**src/rtl/prog_fetch_if.sv**
```systemverilog
// Load channel and decoder channel between prog_fetch and its neighbours.
// Signal names keep their i_/o_ prefixes as seen from prog_fetch.
interface prog_fetch_if;
  logic       i_load_mode;
  logic       i_load_valid;
  logic [2:0] i_load_instr;
  logic       o_load_ready;
  logic       i_con_pcincr;
  logic [2:0] i_con_mux8;
  logic [2:0] o_instr;
  logic [2:0] o_data_count;

  modport master (
    output i_load_mode, i_load_valid, i_load_instr, i_con_pcincr, i_con_mux8,
    input  o_load_ready, o_instr, o_data_count
  );

  modport slave (
    input  i_load_mode, i_load_valid, i_load_instr, i_con_pcincr, i_con_mux8,
    output o_load_ready, o_instr, o_data_count
  );
endinterface

```
**src/rtl/prog_fetch.sv**
```systemverilog
// Program store and instruction fetch for the bit-serial datapath.
// state | meaning
// IDLE  | waiting for load or run request; outputs NOP
// LOAD  | writing opcodes from address 0, one per handshake
// RUN   | presenting mem[pc] to decoder, advancing on pcincr
// HALT  | ran past the last opcode without loop; waits for run drop
module prog_fetch #(
  parameter int DEPTH = 16,
  parameter int AW    = 4
) (
  input  logic          i_clk,
  input  logic          i_rst,
  prog_fetch_if.slave   bus,
  input  logic          i_run,
  input  logic          i_loop,
  output logic [AW-1:0] o_pc,
  output logic [AW:0]   o_prog_len,
  output logic          o_busy,
  output logic          o_halted
);

  typedef enum logic [1:0] {S_IDLE, S_LOAD, S_RUN, S_HALT} state_t;

  localparam logic [AW:0] DEPTH_L = (AW+1)'(DEPTH);

  state_t        state;
  logic [AW-1:0] pc;
  logic [AW:0]   prog_len;
  logic [2:0]    mem [DEPTH];

  logic load_ready;
  logic load_acc;
  logic at_last;

  assign load_ready = (state == S_LOAD) && (prog_len < DEPTH_L);
  assign load_acc   = load_ready && bus.i_load_valid;
  assign at_last    = ({1'b0, pc} == (prog_len - 1'b1));

  always_ff @(posedge i_clk or posedge i_rst) begin
    if (i_rst) begin
      state    <= S_IDLE;
      pc       <= '0;
      prog_len <= '0;
      for (int i = 0; i < DEPTH; i++) mem[i] <= '0;
    end else begin
      case (state)
        S_IDLE: begin
          if (bus.i_load_mode) begin
            state    <= S_LOAD;
            prog_len <= '0;
          end else if (i_run && (prog_len != '0)) begin
            state <= S_RUN;
            pc    <= '0;
          end
        end
        S_LOAD: begin
          // a final accept still lands in the cycle load_mode drops
          if (load_acc) begin
            mem[prog_len[AW-1:0]] <= bus.i_load_instr;
            prog_len              <= prog_len + 1'b1;
          end
          if (!bus.i_load_mode) state <= S_IDLE;
        end
        S_RUN: begin
          if (!i_run) begin
            state <= S_IDLE;
            pc    <= '0;
          end else if (bus.i_con_pcincr) begin
            if (!at_last)    pc <= pc + 1'b1;
            else if (i_loop) pc <= '0;
            else             state <= S_HALT;
          end
        end
        S_HALT: begin
          if (!i_run) begin
            state <= S_IDLE;
            pc    <= '0;
          end
        end
        default: state <= S_IDLE;
      endcase
    end
  end

  assign bus.o_load_ready = load_ready;
  assign bus.o_instr      = (state == S_RUN) ? mem[pc] : 3'b000;
  assign bus.o_data_count = (state == S_RUN) ? (bus.i_con_mux8 + 3'd1) : 3'd0;
  assign o_pc             = pc;
  assign o_prog_len       = prog_len;
  assign o_busy           = (state == S_RUN);
  assign o_halted         = (state == S_HALT);

endmodule

```
**src/flat_wrapper.sv**
```systemverilog
// flat-port wrapper written by rule: the top's interface ports become plain ports
module prog_fetch_flat 
#(
  parameter int DEPTH = 16,
  parameter int AW    = 4
)
  (i_clk, i_rst, i_run, i_loop, o_pc, o_prog_len, o_busy, o_halted, bus_i_load_mode, bus_i_load_valid, bus_i_load_instr, bus_i_con_pcincr, bus_i_con_mux8, bus_o_load_ready, bus_o_instr, bus_o_data_count);
  prog_fetch_if bus_i ();
  input  logic i_clk;
  input  logic i_rst;
  input  logic i_run;
  input  logic i_loop;
  output logic [AW-1:0] o_pc;
  output logic [AW:0] o_prog_len;
  output logic o_busy;
  output logic o_halted;
  input wire logic [$bits(bus_i.i_load_mode)-1:0] bus_i_load_mode;
  input wire logic [$bits(bus_i.i_load_valid)-1:0] bus_i_load_valid;
  input wire logic [$bits(bus_i.i_load_instr)-1:0] bus_i_load_instr;
  input wire logic [$bits(bus_i.i_con_pcincr)-1:0] bus_i_con_pcincr;
  input wire logic [$bits(bus_i.i_con_mux8)-1:0] bus_i_con_mux8;
  output wire logic [$bits(bus_i.o_load_ready)-1:0] bus_o_load_ready;
  output wire logic [$bits(bus_i.o_instr)-1:0] bus_o_instr;
  output wire logic [$bits(bus_i.o_data_count)-1:0] bus_o_data_count;
  assign bus_i.i_load_mode = bus_i_load_mode;
  assign bus_i.i_load_valid = bus_i_load_valid;
  assign bus_i.i_load_instr = bus_i_load_instr;
  assign bus_i.i_con_pcincr = bus_i_con_pcincr;
  assign bus_i.i_con_mux8 = bus_i_con_mux8;
  assign bus_o_load_ready = bus_i.o_load_ready;
  assign bus_o_instr = bus_i.o_instr;
  assign bus_o_data_count = bus_i.o_data_count;
  prog_fetch #(.DEPTH(DEPTH), .AW(AW)) u_core (.i_clk(i_clk), .i_rst(i_rst), .bus(bus_i), .i_run(i_run), .i_loop(i_loop), .o_pc(o_pc), .o_prog_len(o_prog_len), .o_busy(o_busy), .o_halted(o_halted));
endmodule
```
**config.mk**
```make
export PLATFORM = sky130hd
export DESIGN_NAME = prog_fetch_flat
export DESIGN_NICKNAME = d
export VERILOG_FILES = /design/src/rtl/prog_fetch_if.sv /design/src/rtl/prog_fetch.sv /design/src/flat_wrapper.sv
export SDC_FILE = /design/constraint.sdc
export NUM_CORES = 1
export LEC_CHECK = 0
export ABC_AREA = 0
export CAP_MARGIN = 20
export CORE_ASPECT_RATIO = 0.8
export CORE_MARGIN = 5
export CORE_UTILIZATION = 57
export DETAILED_ROUTE_END_ITERATION = 8
export GPL_TIMING_DRIVEN = 0
export MAX_ROUTING_LAYER = met4
export PLACE_DENSITY = 0.86
export SLEW_MARGIN = 20
export SYNTH_ARGS = -nofsm -noshare
export SYNTH_HDL_FRONTEND = slang
export SYNTH_SLANG_ARGS = --single-unit
```
**constraint.sdc**
```tcl
create_clock -name i_clk -period 2.29 [get_ports i_clk]
set_input_delay 0.229 -clock i_clk [delete_from_list [all_inputs] [get_ports i_clk]]
set_output_delay 0.229 -clock i_clk [all_outputs]
set_load 0.1 [all_outputs]
```
# Yosys cells after proc, flatten, opt, wreduce, memory -nomap -nowiden
# Index checks and enable logic that the tools add are counted.
[op_classes]
add_sub_neg = 4
mul = 0
div = 0
magnitude_cmp = 4
eq_ne = 15
shift = 0
muxes = 28
bitwise = 2
reduce_logical = 12
[ops]
columns = ["op", "count"]
rows = [
  ["$bwmux 48", 1],
  ["$mux 4", 7],
  ["$mux 2", 8],
  ["$mux 3", 5],
  ["$bmux 3 s4", 1],
  ["$demux 3 s4", 1],
  ["$pmux 4 s3", 1],
  ["$reduce_and 6->1", 2],
  ["$ge 5x5->1 const B", 2],
  ["$mux 5", 2],
  ["$not 4->5", 2],
  ["$pmux 5 s2", 1],
  ["$ne 3x2->1 const B", 3],
  ["$ne 2x2->1 const B", 4],
  ["$pmux 2 s4", 1],
  ["$add 5x1->5 const B", 1],
  ["$eq 4x5->1", 1],
  ["$lt 5x1->1 const B", 1],
  ["$lt 5x5->1 const B", 1],
  ["$reduce_bool 5->1", 1],
  ["$sub 5x1->5 const B", 1],
  ["$add 4x1->4 const B", 1],
  ["$eq 2x2->1 const B", 2],
  ["$logic_and 1x1->1", 4],
  ["10 further kinds", 11],
]
[word_totals]
register_bits = 59
latchBits = 0
mem_bits_rw = 0
mem_bits_ro = 0
mem_count = 0

# Longest topological paths before layout
# Gate-level depths: netlist (run 1).
[depth]
depth_word = 6
mapped_depth = 7
depth_no_buf = 7

# Worst setup path before layout (run 1)
# OpenSTA, ideal clock, no wires.
[synth_timing]
path_kind = "register to register"
from = "register u_core.prog_len[4], in the netlist u_core.o_prog_len[4]"
to = "register u_core.mem[0] (netlist name)"
setup_ns = 0.125
t_arrival_ns = 3.098
t_required_ns = 2.165
slack_ns = -0.932
path_stages_with_launch = 6
n_path_buf = 1
synth_period_minus_slack_ns = 3.222
cell_sequence = "dfrtp_1 -> nor3b_2 -> and3_1 -> buf_2 -> nand3_1 -> mux2_2"
[synth_via]
elab_chain_len = 4
[synth_rtl]
columns = ["element", "line", "source"]
rows = [
  ["start: declaration", "prog_fetch.sv:28", "logic [AW:0] prog_len;"],
  ["start signal: assignment", "prog_fetch.sv:60", "prog_len <= prog_len + 1'b1;"],
  ["$lt 5x5->1", "prog_fetch.sv:35", "assign load_ready = (state == S_LOAD) && (prog_len < DEPTH_L);"],
  ["$logic_and 1x1->1", "prog_fetch.sv:35", ""],
  ["named net bus_o_load_ready", "flat_wrapper.sv:22", "output wire logic [$bits(bus_i.o_load_ready)-1:0] bus_o_load_ready;"],
  ["$logic_and 1x1->1", "prog_fetch.sv:36", "assign load_acc = load_ready && bus.i_load_valid;"],
  ["$reduce_and 2->1 (no line)", "--", ""],
  ["end signal: indexed assignment", "prog_fetch.sv:59", "mem[prog_len[AW-1:0]] <= bus.i_load_instr;"],
  ["end: declaration", "prog_fetch.sv:29", "logic [2:0] mem [DEPTH];"],
]
# The timed path passes the listed nets, and every way through them passes these cells.
# A chain may end at the register's enable or synchronous reset.

# Final worst setup path (run 1)
[layout_timing]
from = "register u_core.pc[0], in the netlist u_core.o_pc[0]"
to = "output port bus_o_instr[2]"
[layout_via]
elab_chain_len = 5
[layout_rtl]
columns = ["element", "line", "source"]
rows = [
  ["start: declaration", "prog_fetch.sv:27", "logic [AW-1:0] pc;"],
  ["start signal: assignment", "prog_fetch.sv:69", "if (!at_last) pc <= pc + 1'b1;"],
  ["$not 4->5 (not written as such)", "prog_fetch.sv:86", "assign bus.o_instr = (state == S_RUN) ? mem[pc] : 3'b000;"],
  ["$bmux 3 s4", "prog_fetch.sv:86", ""],
  ["$mux 3 (not written as such) (2 in a row)", "prog_fetch.sv:86", ""],
  ["$mux 3", "prog_fetch.sv:86", ""],
  ["end: declaration", "flat_wrapper.sv:23", "output wire logic [$bits(bus_i.o_instr)-1:0] bus_o_instr;"],
]
# Every way passes these cells. The select of a mux whose other input is x is not followed.

==> results of run 1 <==
-- power groups by stage --
stage	Combinational [mW]	Clock [mW]	Sequential, mW
floorplan	0.880	0	1.58
global placement	1.39	0	1.36
detailed placement	1.42	0	1.38
CTS	1.50	1.09	1.36
global route	1.58	1.14	1.40
finish	1.49	1.07	1.37
-- critical path, stage by stage, from the launching register on --
cell     delay (ns)
dfrtp_2        0.39
buf_12         0.13
buf_12         0.13
mux4_2         0.51
mux4_2         0.50
and2_4         0.18
buf_12         0.16
-- kinds of logic (layout without fill, tap and decap cells) --
group | count (synthesis) | after routing | synth area share
mux | 63 | 63 | 0.288
buf+inv | 21 | 72 | 0.0356
xor+xnor | 8 | 8 | 0.0227
fa+ha+maj | 6 | 6 | 0.0243
simple gates | 57 | 57 | 0.100
flops | 59 | 59 | 0.478
compound gates | 20 | 20 | 0.0510
-- synthesized netlist by cell type (2+ instances only) --
cell | number | area (µm²)
clkbuf_1 | 5 | 18.8
nor2_1 | 4 | 15.0
nand2_1 | 15 | 56.3
xor2_1 | 4 | 35.0
a21oi_1 | 3 | 15.0
and2_1 | 8 | 50.1
mux4_1 | 3 | 78.8
ha_1 | 6 | 75.1
nor2b_1 | 4 | 25.0
a22o_2 | 2 | 20.0
inv_1 | 9 | 33.8
mux2_2 | 48 | 541
o21ai_0 | 5 | 25.0
buf_6 | 2 | 22.5
buf_2 | 4 | 20.0
xnor2_1 | 4 | 35.0
mux4_2 | 12 | 270
and3_1 | 6 | 37.5
dfrtp_1 | 59 | 1480
or3_1 | 2 | 12.5
nor3_1 | 2 | 10.0
nand3_1 | 8 | 40.0
-- final timing paths --
kind	startpoint	endpoint	slack, ns	cells after the start
min reg2reg	u_core.mem[27]	u_core.mem[27]	0.50	1
max in group asynchronous	i_rst	u_core.o_prog_len[2]	1.40	2
max	u_core.o_pc[0]	bus_o_instr[2]	-0.28	6
min in group i_clk	u_core.mem[27]	u_core.mem[27]	0.50	1
min	i_rst	u_core.mem[29]	0.36	2
max reg2reg	u_core.o_prog_len[0]	u_core.o_pc[3]	0.07	7
-- sequential cells by signal, indices dropped and copies added, names as in the netlist --
register,cells
u_core.mem,48
u_core.o_pc,4
u_core.o_prog_len,5
u_core.state,2
-- layout make-up --
class,count,area [µm²],share of cell area
plain buffers,11,105,0.0273
clock buffers,10,138,0.0357
clock inverters,6,88.8,0.0231
inverters,9,36.3,0.00942
multi-input cells,154,1530,0.396
flip-flops and latches,59,1490,0.386
well taps,65,81.3,0.0211
repair buffers,36,389,0.101
-- repair_timing --
| action | 4_1_cts | 5_1_grt |
|---|---|---|
| resized for setup | 53 | 0 |
| buffers inserted | 6 | 0 |
| endpoints found under the setup margin | 9 | 6 |
| endpoints found under the hold margin | 0 | 0 |
-- per-layer routing --
metal,global-route usage,vias up
li1,-,954
met1,0.307,1086
met2,0.363,78
met3,0.0760,11
met4,0.0659,0
met5,-,-
-- through the flow --
step | instances | setup slack [ns] | instance area [µm²]
detailed placement | 329 | -0.848 | 3510
global route | 350 | -0.355 | 3850
finish | 350 | -0.284 | 3850
floorplan | 234 | -0.228 | 3130
global placement | 329 | -0.827 | 3510
CTS | 351 | -0.295 | 3850
==> metrics.txt, run 1 <==
Pint=2.50 mW; outcome=finished with violations; crit path time final=2.57 ns; syn nets=253; setup tns final=-0.803 ns; WL final=between 7000 and 8000 µm; fmax=between 300 and 400 MHz; die height=75.8 µm; Final period util=1.12; H-tree depth=3; RSZ-0062 raised after global routing=true; WHS=approximately 0.36 ns; async set-reset flop share out of synthesis=1.00; pin count of the biggest net entering global routing=60; Mapped Cells=234; dpl hpwl=5030 µm; die width=between 90 and 100 µm; max_cap viols=0; Post-route DRC=0; first-pass GRT wire length=11900 µm; sw frac=0.362; vias in the first global route=roughly 2200; Power, Total=between 3 and 4 mW; critical path type=flip-flop to output port; WP data arrival=around 2.4 ns; Max-slew headroom=0.340; Hold Vio Cnt, Final=0; required time worst endpoint=between 2 and 2.5 ns; WL met2=roughly 3500 µm; vias=between 2000 and 2500; gpl congestion=0.838; Finished Core Util=0.720; Psw=1.42 mW; die area=roughly 7000 µm²; routed len/inst=between 20 and 25 µm; met3 routed WL=520 µm; WL met1=roughly 3000 µm; nature of the critical path endpoint=output port; top_reg_cell synth=dfrtp_1; Power per Cell Area=approximately 1000 nW/µm²; Mapped Area=3090 µm²; library cells used by synthesis=41; CTS clk-pin slew, worst paths=around 0.070 ns; layout cells sized above 1=0.442; Seq/Total Area, Yosys=0.478; syn avg cell area=between 10 and 15 µm²; Overflow after GRT=0; Post-CTS Hold Fix Bufs=0; Max VDD drop=between 0.5 and 0.6 mV; First DRT Iteration DRCs=between 200 and 250; violated checks=negative setup slack; I/O pin count=31; starting density of the core=0.578; Gate power share=0.379; Antenna diodes=0; Yosys reg bits=59; Final nets=approximately 300; Buffers on Ports=30; Slew @ Worst Pin=0.988 ns; top sig layer=met4; final setup fails=3; Site Rows=24; TritonCTS clock tree=done; clock latency on the worst-skew pair=0.34 ns; initial antenna violation count=0; Hold Crit Class=input pin to async pin; Slew Limit Fails=0; P_leak=about 1.7 nW; Root Buffer=clkbuf_8; CORE AREA=5350 µm²; most common cell after layout, fill and taps aside=dfrtp_1; TritonRoute pass-1 iters=5; Num CTS Buffers=9; Layout fillers=350; startpoint types=flip-flop; CP max FO=8; post-route ant nets=0; Worst Skew=0.0117 ns; clock tree sinks=between 50 and 60; GRT Total Usage=0.237; clock tree buffer depth=2; sequential power share=0.349; most frequent cells in the layout=51 x dfrtp_1, 48 x mux2_2, 21 x clkdlybuf4s50_1; EDFF count, synth=0; vias per cell=6.08; Clk pwr share=0.272; Area growth, synth to finish=24.6%; Final Worst Setup Slack=-0.284 ns; Syn. warnings=0
Power figures use the tool's default switching activity.
==> run 2: changes to the inputs <==
--- a/config.mk
+++ b/config.mk
@@ -6,7 +6,6 @@
 export NUM_CORES = 1
 export LEC_CHECK = 0
 export ABC_AREA = 0
-export CAP_MARGIN = 20
 export CORE_ASPECT_RATIO = 0.8
 export CORE_MARGIN = 5
 export CORE_UTILIZATION = 57
==> results of run 2 <==
Final layout, timing and power as in run 1 (identical DEF).
==> run 3: changes to the inputs <==
--- a/config.mk
+++ b/config.mk
@@ -6,13 +6,14 @@
 export NUM_CORES = 1
 export LEC_CHECK = 0
 export ABC_AREA = 0
-export CORE_ASPECT_RATIO = 0.8
+export CORE_ASPECT_RATIO = 1.25
 export CORE_MARGIN = 5
 export CORE_UTILIZATION = 57
 export DETAILED_ROUTE_END_ITERATION = 8
 export GPL_TIMING_DRIVEN = 0
 export MAX_ROUTING_LAYER = met4
 export PLACE_DENSITY = 0.86
+export RECOVER_POWER = 25
 export SLEW_MARGIN = 20
 export SYNTH_ARGS = -nofsm -noshare
 export SYNTH_HDL_FRONTEND = slang
==> run 3 against run 2 <==
Global-route usage shrank 0.65 points; clock power is essentially flat; final area is essentially flat; highest routed layer unchanged; the flow still finishes with violations (negative setup slack); sequential share of layout area is essentially flat.
==> metrics.txt, run 3 (synthesis gave the netlist of run 1 again) <==
die height=approximately 92 µm; Buffers on Ports=30; Max-slew headroom=0.202; P_leak=1.74 nW; Num CTS Buffers=9; TritonRoute pass-1 iters=5; Power, Total=3.94 mW; startpoint types=flip-flop; clock tree buffer depth=2; clock latency on the worst-skew pair=around 0.35 ns; die area=7000 µm²; TritonCTS clock tree=done; H-tree depth=3; setup tns final=-0.741 ns; Power per Cell Area=1020 nW/µm²; Root Buffer=clkbuf_8; RSZ-0062 raised after global routing=true; First DRT Iteration DRCs=approximately 120; dpl hpwl=just under 5000 µm; Area growth, synth to finish=24.5%; Non-Filler Instances=between 300 and 400; crit path time final=about 2.6 ns; pin count of the biggest net entering global routing=60; vias per cell=between 6 and 7; required time worst endpoint=a little over 2 ns; routed len/inst=between 20 and 25 µm; post-route ant nets=0; Final period util=1.12; final setup fails=3; WHS=roughly 0.50 ns; placed cell count=roughly 330; clock tree sinks=59; nature of the critical path endpoint=output port; fmax=391 MHz; gpl congestion=0.902; I/O pin count=31; Max VDD drop=about 0.54 mV; GRT Max-Usage Layer=met2; GRT Total Usage=0.230; grt met1 use=0.283; Slew @ Worst Pin=approximately 1.2 ns; first-pass GRT wire length=11500 µm; WP data arrival=2.33 ns; Final Worst Setup Slack=-0.268 ns; CTS clk-pin slew, worst paths=0.07 ns; most frequent cells in the layout=51 x dfrtp_1, 48 x mux2_2, 20 x clkdlybuf4s50_1; Largest Register=u_core.mem; Hold Vio Cnt, Final=0; Hold Crit Class=flip-flop to flip-flop; routing usage on met3=0.0456; die width=between 70 and 80 µm; met2 Use GR=0.351; Slew Limit Fails=0; violated checks=negative setup slack; Site Rows=30; Antenna diodes=0; initial antenna violation count=0; CP max FO=5; most common cell after layout, fill and taps aside=dfrtp_1; layout cells sized above 1=0.435; Final nets=approximately 300; Worst Skew=0.00845 ns; Post-route DRC=0; CORE AREA=5370 µm²; Post-CTS Hold Fix Bufs=0; Largest register FFs=48; max_cap viols=0; vias in the first global route=~2300; vias=around 2100; critical path type=flip-flop to output port; starting density of the core=0.576; outcome=finished with violations; WL final=approximately 7000 µm; Overflow after GRT=0
[run 3: final timing paths]
path | startpoint | endpoint | slack (ns) | cells after the start
max in group asynchronous | i_rst | u_core.o_pc[0] | 0.82 | 2
setup reg to reg | u_core.o_prog_len[0] | u_core.o_pc[3] | 0.09 | 7
min in group asynchronous | i_rst | u_core.o_prog_len[3] | 0.64 | 2
hold / removal | u_core.mem[40] | u_core.mem[40] | 0.50 | 1
hold reg to reg | u_core.mem[40] | u_core.mem[40] | 0.50 | 1
setup / recovery | u_core.o_pc[0] | bus_o_instr[0] | -0.27 | 6
[run 3: worst max-delay path, stage by stage (launching register included)]
cell and delay, ns:
dfrtp_2 0.39, buf_8 0.12, buf_12 0.12, mux4_2 0.53, mux4_2 0.49, and2_4 0.18, buf_12 0.16
[run 3: through the flow]
| step | util | cell area [µm²] | setup WS, ns |
|---|---|---|---|
| finish | 0.717 | 3850 | -0.268 |
| global route | 0.717 | 3850 | -0.302 |
| CTS | 0.716 | 3840 | -0.272 |
| detailed placement | 0.654 | 3510 | -0.839 |
| global placement | 0.654 | 3510 | -0.836 |
| floorplan | - | 3130 | -0.228 |
[run 3: report_power, final]
| part | internal (mW) | switching, mW | total (mW) |
|---|---|---|---|
| sequential | 1.23 | 0.135 | 1.36 |
| combinational | 0.625 | 0.860 | 1.48 |
| clock | 0.670 | 0.416 | 1.09 |
| total | 2.52 | 1.41 | 3.94 |
[run 3: timing repair]
item | in CTS | in global routing
cloned | 0 | 0
setup buffers | 5 | 0
resized for setup | 52 | 4
setup endpoints to repair | 9 | 6
[run 3: final cells by class]
type | instances | area, µm²
Multi-Input combinational cell | 154 | 1540
Fill cell | 335 | 1520
Sequential cell | 59 | 1490
Timing Repair Buffer | 35 | 378
Clock buffer | 12 | 155
Buffer | 12 | 104
Tap cell | 64 | 80.1
Clock inverter | 4 | 72.6
Inverter | 9 | 33.8
[run 3: routing by layer]
| layer | vias up | wire length (µm) |
|---|---|---|
| li1 | 953 | - |
| met1 | 1079 | 2720 |
| met2 | 82 | 3630 |
| met3 | 18 | 439 |
| met4 | 0 | 200 |
| met5 | - | 0 |
